### src/rtl/sha256_share_arbiter.sv
// Round-robin arbiter sharing one SHA-256 engine across NUM_REQ message streams.
// The grant is held from the first beat until the owner accepts its digest, then priority rotates.
module sha256_share_arbiter #(
  parameter int NUM_REQ  = 4,
  parameter int DATA_W   = 64,
  parameter int DIGEST_W = 256,
  parameter int IDX_W    = $clog2(NUM_REQ)
) (
  input  logic                           clk,
  input  logic                           rst_n,
  input  logic [NUM_REQ-1:0]             req_valid,
  input  logic [NUM_REQ-1:0][DATA_W-1:0] req_data,
  input  logic [NUM_REQ-1:0]             req_last,
  output logic [NUM_REQ-1:0]             req_ready,
  output logic                           eng_valid,
  output logic [DATA_W-1:0]              eng_data,
  output logic                           eng_last,
  input  logic                           eng_ready,
  input  logic                           eng_digest_valid,
  input  logic [DIGEST_W-1:0]            eng_digest,
  output logic                           eng_digest_ready,
  output logic [NUM_REQ-1:0]             rsp_valid,
  output logic [DIGEST_W-1:0]            rsp_digest,
  input  logic [NUM_REQ-1:0]             rsp_ready,
  output logic                           busy,
  output logic [IDX_W-1:0]               owner,
  output logic [31:0]                    done_cnt
);
  typedef enum logic [1:0] {IDLE, STREAM, WAIT_DIG, RESP} state_e;

  state_e              state_q, state_d;
  logic [IDX_W-1:0]    rr_ptr_q, rr_ptr_d, owner_q, owner_d, pick;
  logic [31:0]         done_cnt_q, done_cnt_d;
  logic [DIGEST_W-1:0] dig_q, dig_d;
  logic [NUM_REQ-1:0]  own_oh;
  logic                any_req;

  // Scan downward so the lowest offset from rr_ptr wins.
  always_comb begin
    int j;
    j       = 0;
    pick    = rr_ptr_q;
    any_req = 1'b0;
    for (int i = NUM_REQ-1; i >= 0; i--) begin
      j = int'(rr_ptr_q) + i;
      if (j >= NUM_REQ) j = j - NUM_REQ;
      if (req_valid[j]) begin
        pick    = IDX_W'(j);
        any_req = 1'b1;
      end
    end
  end

  for (genvar g = 0; g < NUM_REQ; g++) begin : g_lane
    assign own_oh[g] = (owner_q == IDX_W'(g));
  end

  always_comb begin
    state_d          = state_q;
    rr_ptr_d         = rr_ptr_q;
    owner_d          = owner_q;
    done_cnt_d       = done_cnt_q;
    dig_d            = dig_q;
    req_ready        = '0;
    eng_valid        = 1'b0;
    eng_data         = '0;
    eng_last         = 1'b0;
    eng_digest_ready = 1'b0;
    rsp_valid        = '0;
    case (state_q)
      IDLE: begin
        if (any_req) begin
          owner_d = pick;
          state_d = STREAM;
        end
      end
      STREAM: begin
        eng_valid = req_valid[owner_q];
        eng_data  = req_data[owner_q];
        eng_last  = req_last[owner_q];
        req_ready = own_oh & {NUM_REQ{eng_ready}};
        if (eng_valid && eng_ready && eng_last) state_d = WAIT_DIG;
      end
      WAIT_DIG: begin
        // Digests offered in any other state stay parked in the engine.
        eng_digest_ready = 1'b1;
        if (eng_digest_valid) begin
          dig_d   = eng_digest;
          state_d = RESP;
        end
      end
      RESP: begin
        rsp_valid = own_oh;
        if (rsp_ready[owner_q]) begin
          state_d    = IDLE;
          rr_ptr_d   = (owner_q == IDX_W'(NUM_REQ-1)) ? '0 : owner_q + 1'b1;
          done_cnt_d = done_cnt_q + 32'd1;
        end
      end
      default: state_d = IDLE;
    endcase
  end

  always_ff @(posedge clk or negedge rst_n) begin
    if (!rst_n) begin
      state_q    <= IDLE;
      rr_ptr_q   <= '0;
      owner_q    <= '0;
      done_cnt_q <= '0;
      dig_q      <= '0;
    end else begin
      state_q    <= state_d;
      rr_ptr_q   <= rr_ptr_d;
      owner_q    <= owner_d;
      done_cnt_q <= done_cnt_d;
      dig_q      <= dig_d;
    end
  end

  assign busy       = (state_q != IDLE);
  assign owner      = owner_q;
  assign done_cnt   = done_cnt_q;
  assign rsp_digest = dig_q;
endmodule

### config.mk
export PLATFORM = sky130hd
export DESIGN_NAME = sha256_share_arbiter
export DESIGN_NICKNAME = d
export VERILOG_FILES = /design/src/rtl/sha256_share_arbiter.sv
export SDC_FILE = /design/constraint.sdc
export NUM_CORES = 1
export LEC_CHECK = 0
export CORE_AREA = 2 2 348 350
export CTS_CLUSTER_DIAMETER = 200
export CTS_CLUSTER_SIZE = 20
export DETAILED_ROUTE_END_ITERATION = 10
export DIE_AREA = 0 0 350 352
export DONT_BUFFER_PORTS = 1
export GPL_TIMING_DRIVEN = 0
export PLACE_DENSITY = 0.31
export SLEW_MARGIN = 25
export SYNTH_ARGS = -nofsm -noshare
export SYNTH_HDL_FRONTEND = slang
export SYNTH_SLANG_ARGS = --single-unit
export TNS_END_PERCENT = 1
### constraint.sdc
create_clock -name clk -period 3.1 [get_ports clk]
set_input_delay 0.62 -clock clk [delete_from_list [all_inputs] [get_ports clk]]
set_output_delay 0.62 -clock clk [all_outputs]
set_load 0.05 [all_outputs]
Word-level counts from Yosys, hierarchy flattened

Cells that the tools add are included.

Logic and storage cells: 87
Bits of input ports: 528
Register bits after elaboration: 294
Output and inout port bits: 366

Muxes and demuxes: 44
Bitwise gates (word level): 1
Eq/ne operators: 10
Magnitude comparators: 9
Add/sub/neg operators: 9
Reduce and logical (&&, ||, !) cells: 9

Operator list:

| operator                                                                            | number |
|---|---|
| 64-bit binary-select mux with 2-bit select                                          | 1 |
| 32-bit by 4-bit < comparator with 1-bit output, second input constant               | 4 |
| 32-bit 2-to-1 mux                                                                   | 4 |
| 64-bit 2-to-1 mux                                                                   | 2 |
| 32-bit by 1-bit adder with 32-bit output, second input constant                     | 1 |
| 1-bit 2-to-1 mux                                                                    | 18 |
| 2-bit 2-to-1 mux                                                                    | 9 |
| 1-bit binary-select mux with 2-bit select                                           | 7 |
| 3-bit by 3-bit subtractor with 4-bit output, second input constant                  | 3 |
| 3-bit greater-or-equal comparator, second input constant                            | 3 |
| 2-bit equality test, second input constant                                          | 4 |
| 4-bit 2-to-1 mux                                                                    | 2 |
| 2-bit != test, second input constant                                                | 4 |
| 2-bit one-hot mux with 4 select lines                                               | 1 |
| 2-bit by 2-bit adder with 3-bit output, second input constant                       | 2 |
| 2-bit AND reduction                                                                 | 3 |
| 4-bit bitwise AND                                                                   | 1 |
| 2-bit by 1-bit equality test with 1-bit output, second input constant               | 2 |
| 2-bit zero test                                                                     | 2 |
| 4-bit AND reduction                                                                 | 1 |
| 2-bit by 3-bit subtractor with 4-bit output, second input constant                  | 1 |
| 2-bit by 1-bit adder with 3-bit output, second input constant                       | 1 |
| 2-bit by 3-bit greater-or-equal comparator with 1-bit output, second input constant | 1 |
| 2-bit by 3-bit < comparator with 1-bit output, second input constant                | 1 |
| 3 further kinds                                                                     | 4 |

Depth between registers and ports, before layout

Depth after elaboration: 12
Gate-level depth with buffers: 7
Depth with buffers taken out: 6

Worst setup path before layout

No wires, ideal clock.

Kind: reg-to-output
Start point: register owner_q[0] (netlist: owner[0])
End point: output eng_data[36]
Stages on the path, launching flop included: 6
Arrival: 2.318 ns
Path slack: 0.162 ns
Path buffers: 3
Path through: dfrtp_1 > buf_4 > buf_2 > buf_2 > mux4_2 > and2_1

Word-level cells in the longest chain between the ends: 3

RTL lines:

| item                                       | RTL line | text |
|---|---|---|
| start, declared                            | 32       | `logic [IDX_W-1:0] rr_ptr_q, rr_ptr_d, owner_q, owner_d, pick;` |
| start signal, assigned                     | 114      | `owner_q <= owner_d;` |
| 64-bit binary-select mux with 2-bit select | 79       | `eng_data = req_data[owner_q];` |
| 64-bit 2-to-1 mux (implied by the code)    | 79       |  |
| 64-bit 2-to-1 mux                          | 70       | `case (state_q)` |
| end, declared                              | 16       | `output logic [DATA_W-1:0] eng_data,` |

No other way between the ends. The select of a mux whose other input is x is not followed.

Worst setup path in the final report

Start point: register owner_q[0] (netlist: owner[0])
End point: output eng_data[56]

Same word-level chain as after synthesis.

==> summary.md <==
| Metric | Value |
|---|---|
| Pwr per Cell Area | `1403 nW/µm²` |
| Top FF cell, synth | `dfrtp_1` |
| Placer Congestion | `about 0.85` |
| Congestion Overflow GR | `0` |
| Fin crit period | `~3.1 ns` |
| FF-to-FF setup slack | `0.37 ns` |
| Layout cells sized above 1 | `51.78%` |
| Worst EP required | `2.48 ns` |
| Commonest cells in the netlist | `294 x dfrtp_1, 257 x mux2_2, 71 x and2_1` |
| Psw | `between 0.01 and 0.015 W` |
| Area delta synth->final | `22.73%` |
| First-pass GRT wire length | `89,560 µm` |
| Cell accounting for the most synthesized area | `dfrtp_1` |
| Chip height | `352 µm` |
| Register Area | `~7400 µm²` |
| Core area | `119,300 µm²` |
| I/O pin total | `894` |
| Endpoints failing hold | `294` |
| Fmax | `320.7 MHz` |
| Total CTS buffers | `18` |
| Antenna-violating nets left | `0` |
| IO buf count | `0` |
| FP Rows | `127` |
| Initial Util | `11.32%` |
| Worst slew pin tran | `approximately 0.81 ns` |
| Clock sink count | `between 200 and 300` |
| Dominant cells by area after synthesis | `dfrtp_1 54%, mux2_2 21%, mux4_2 11%` |
| Worst slack at placement | `-0.7470 ns` |
| Die X-Extent | `350 µm` |
| Worst slew margin | `45.80%` |
| Multi-input gate area | `~6000 µm²` |
| Die area | `123,200 µm²` |
| RSZ-0062 raised after global routing | `yes` |
| Most frequent cell after synthesis | `dfrtp_1` |
| Syn_area_per_cell | `about 15 µm²` |
| Synth warn | `0` |
| Final setup margin | `-0.01771 ns` |
| H-tree depth | `1` |
| Max-slew violations | `0` |
| Final TNS setup | `-0.01771 ns` |
| CP arrival | `2.50 ns` |
| Hold Path Class | `in -> async` |
| Clock share of power | `between 10% and 20%` |
| #FFs+latches synth | `294` |
| Routed vias | `between 8k and 9k` |
| Vias per cell | `around 3.3` |
| Crit. End Element | `output pin` |
| Number of distinct library cells after synthesis | `around 40` |
| Tcrit/Tclk final | `100.6%` |
| TritonRoute pass-1 iters | `5` |
| Clock tree root driver cell | `clkbuf_16` |
| Nets | `between 1k and 1.5k` |
| Finished Layout Cells | `around 2.6k` |
| Post-DR wirelength/cell | `~27 µm` |
| First DRT Iteration DRCs | `451` |
| Tot Pwr | `approximately 0.023 W` |
| CTS tree | `yes` |
| Part of the power in registers | `59.2%` |
| Drt total wl | `69,240 µm` |
| Share of Yosys cell area claimed by the top area cell type | `54.45%` |
| CP Max Fanout | `7` |
| Worst Skew | `approximately 0.03 ns` |
| Global-route usage over all layers | `10.68%` |
| Clk pin slew, worst setup/hold paths | `approximately 0.090 ns` |
| DP HPWL | `a little under 60,000 µm` |
| Antenna violations before repair | `69` |
| Area of the mapped netlist | `13,510 µm²` |
| Max-cap viol count | `0` |
| Fillers | `around 13k` |
| Failing checks | `negative hold slack, negative setup slack` |
| CP Launch Type | `flip-flop` |
| Clock Latency Late Sink | `approximately 0.56 ns` |
| Clk buf depth | `3` |
| Post-layout util | `13.90%` |
| Hold WS | `-0.2194 ns` |
| Vias in the first global route | `between 9k and 10k` |
| Syn_nets | `between 1k and 1.5k` |
| Net Sw Frac | `57.08%` |
| Fraction of registers with async set or reset after synthesis | `100.0%` |
| Count of final setup violators | `1` |
| Peak supply drop | `0.0005938 V` |
| DRC | `0` |
| Largest net degree at the start of global routing | `295` |
| Crit path kind | `reg -> out` |
| Cells after Synth | `897` |
| Logic gate share of total power | `29.6%` |
| Leak | `around 6.4 nW` |
| Cell-internal power | `0.009983 W` |
| Status | `finished, violations left` |
| Placed Cells | `2,509` |
| Sequential element share of the synthesized area | `54.45%` |
| Number of synthesized flops with an enable pin | `0` |
state kept, by name (all words and copies together), names as in the netlist:
signal and flops:
done_cnt 32, state_q 2, rsp_digest 256, rr_ptr_q 2
owner 2
final timing paths:
kind,depth (start not counted),startpoint,end
min in group clk,1,eng_digest[84],rsp_digest[84]
worst max-delay path,5,owner[0],eng_data[56]
worst min register to register,2,rr_ptr_q[0],rr_ptr_q[0]
worst min-delay path,0,rst_n,rsp_digest[29]
worst max register to register,6,state_q[0],rsp_digest[78]
max in group asynchronous,0,rst_n,rsp_digest[137]
layer usage:
metal / vias to the layer above / global-route usage, % / part of all wire, %
met5: - / 0 / 0.44
met4: 46 / 3.879 / 4.1
met3: 158 / 6.163 / 14
met2: 649 / 18.99 / 50
met1: 4293 / 10.08 / 31
li1: 3329 / - / -
power groups by stage:
stage	Combinational, W	Sequential (W)	Clock, W
floorplan	0.00516	0.0127	0
global placement	0.00621	0.0141	0
detailed placement	0.00635	0.0140	0
CTS	0.00688	0.0139	0.00281
global route	0.00734	0.0141	0.00293
finish	0.00688	0.0138	0.00261
layout by cell type, fill, tap and decap left out, types with 16 or more instances in the layout:
cell type,synthesis,final
clkbuf_1,40,21
nand2_1,17,16
dfrtp_1,294,292
clkbuf_16,0,21
and2_4,0,50
xor2_1,18,18
and2_2,0,19
diode_2,0,34
mux4_2,67,67
mux2_2,257,257
kinds of logic (layout without fill, tap and decap cells):
logic type	Yosys count	after routing	synth area share (%)
buffers and inverters	67	97	2.046
other	0	34	0
xor gates and xnor gates	31	31	2.009
AOI/OAI and AO/OA	12	12	0.6297
adders and majority gates	10	10	0.9260
DFF	294	294	54.45
and+or+nand+nor	158	158	7.279
muxes	325	325	32.66
what timing repair did:
| item | CTS | global route |
|---|---|---|
| resized for setup | 176 | 13 |
| hold endpoints to repair | 294 | 294 |
| setup buffers | 7 | 0 |
| gates cloned | 1 | 1 |
| setup endpoints to repair | 314 | 195 |
| pin swaps | 0 | 0 |
metrics by stage:
| step | instance area, µm² | hold slack, ns |
|---|---|---|
| after floorplan | 13510 | 0.3244 |
| after detailed placement | 15530 | 0.3307 |
| after global routing | 16540 | -0.2772 |
| after CTS | 16440 | -0.2952 |
| after global placement | 15530 | 0.3347 |
| final | 16580 | -0.2194 |
layout make-up:
class                      count  share of cell area [%]
timing repair buffer           9                  0.6640
clock inverter                 1                  0.1811
clock buffer                  20                   2.950
multi-input combinational    536                   36.42
antenna                       34                  0.5131
tap                         1612                   12.16
inverter                      11                  0.2490
buffer                        56                   2.452
sequential                   294                   44.41
worst max-delay path, stage by stage, from the launching register on:
cell     delay, ns
dfrtp_4       0.59
buf_12        0.20
buf_12        0.16
buf_12        0.13
mux4_2        0.58
and2_4        0.25
No activity file was read; power rests on OpenSTA's default activity.
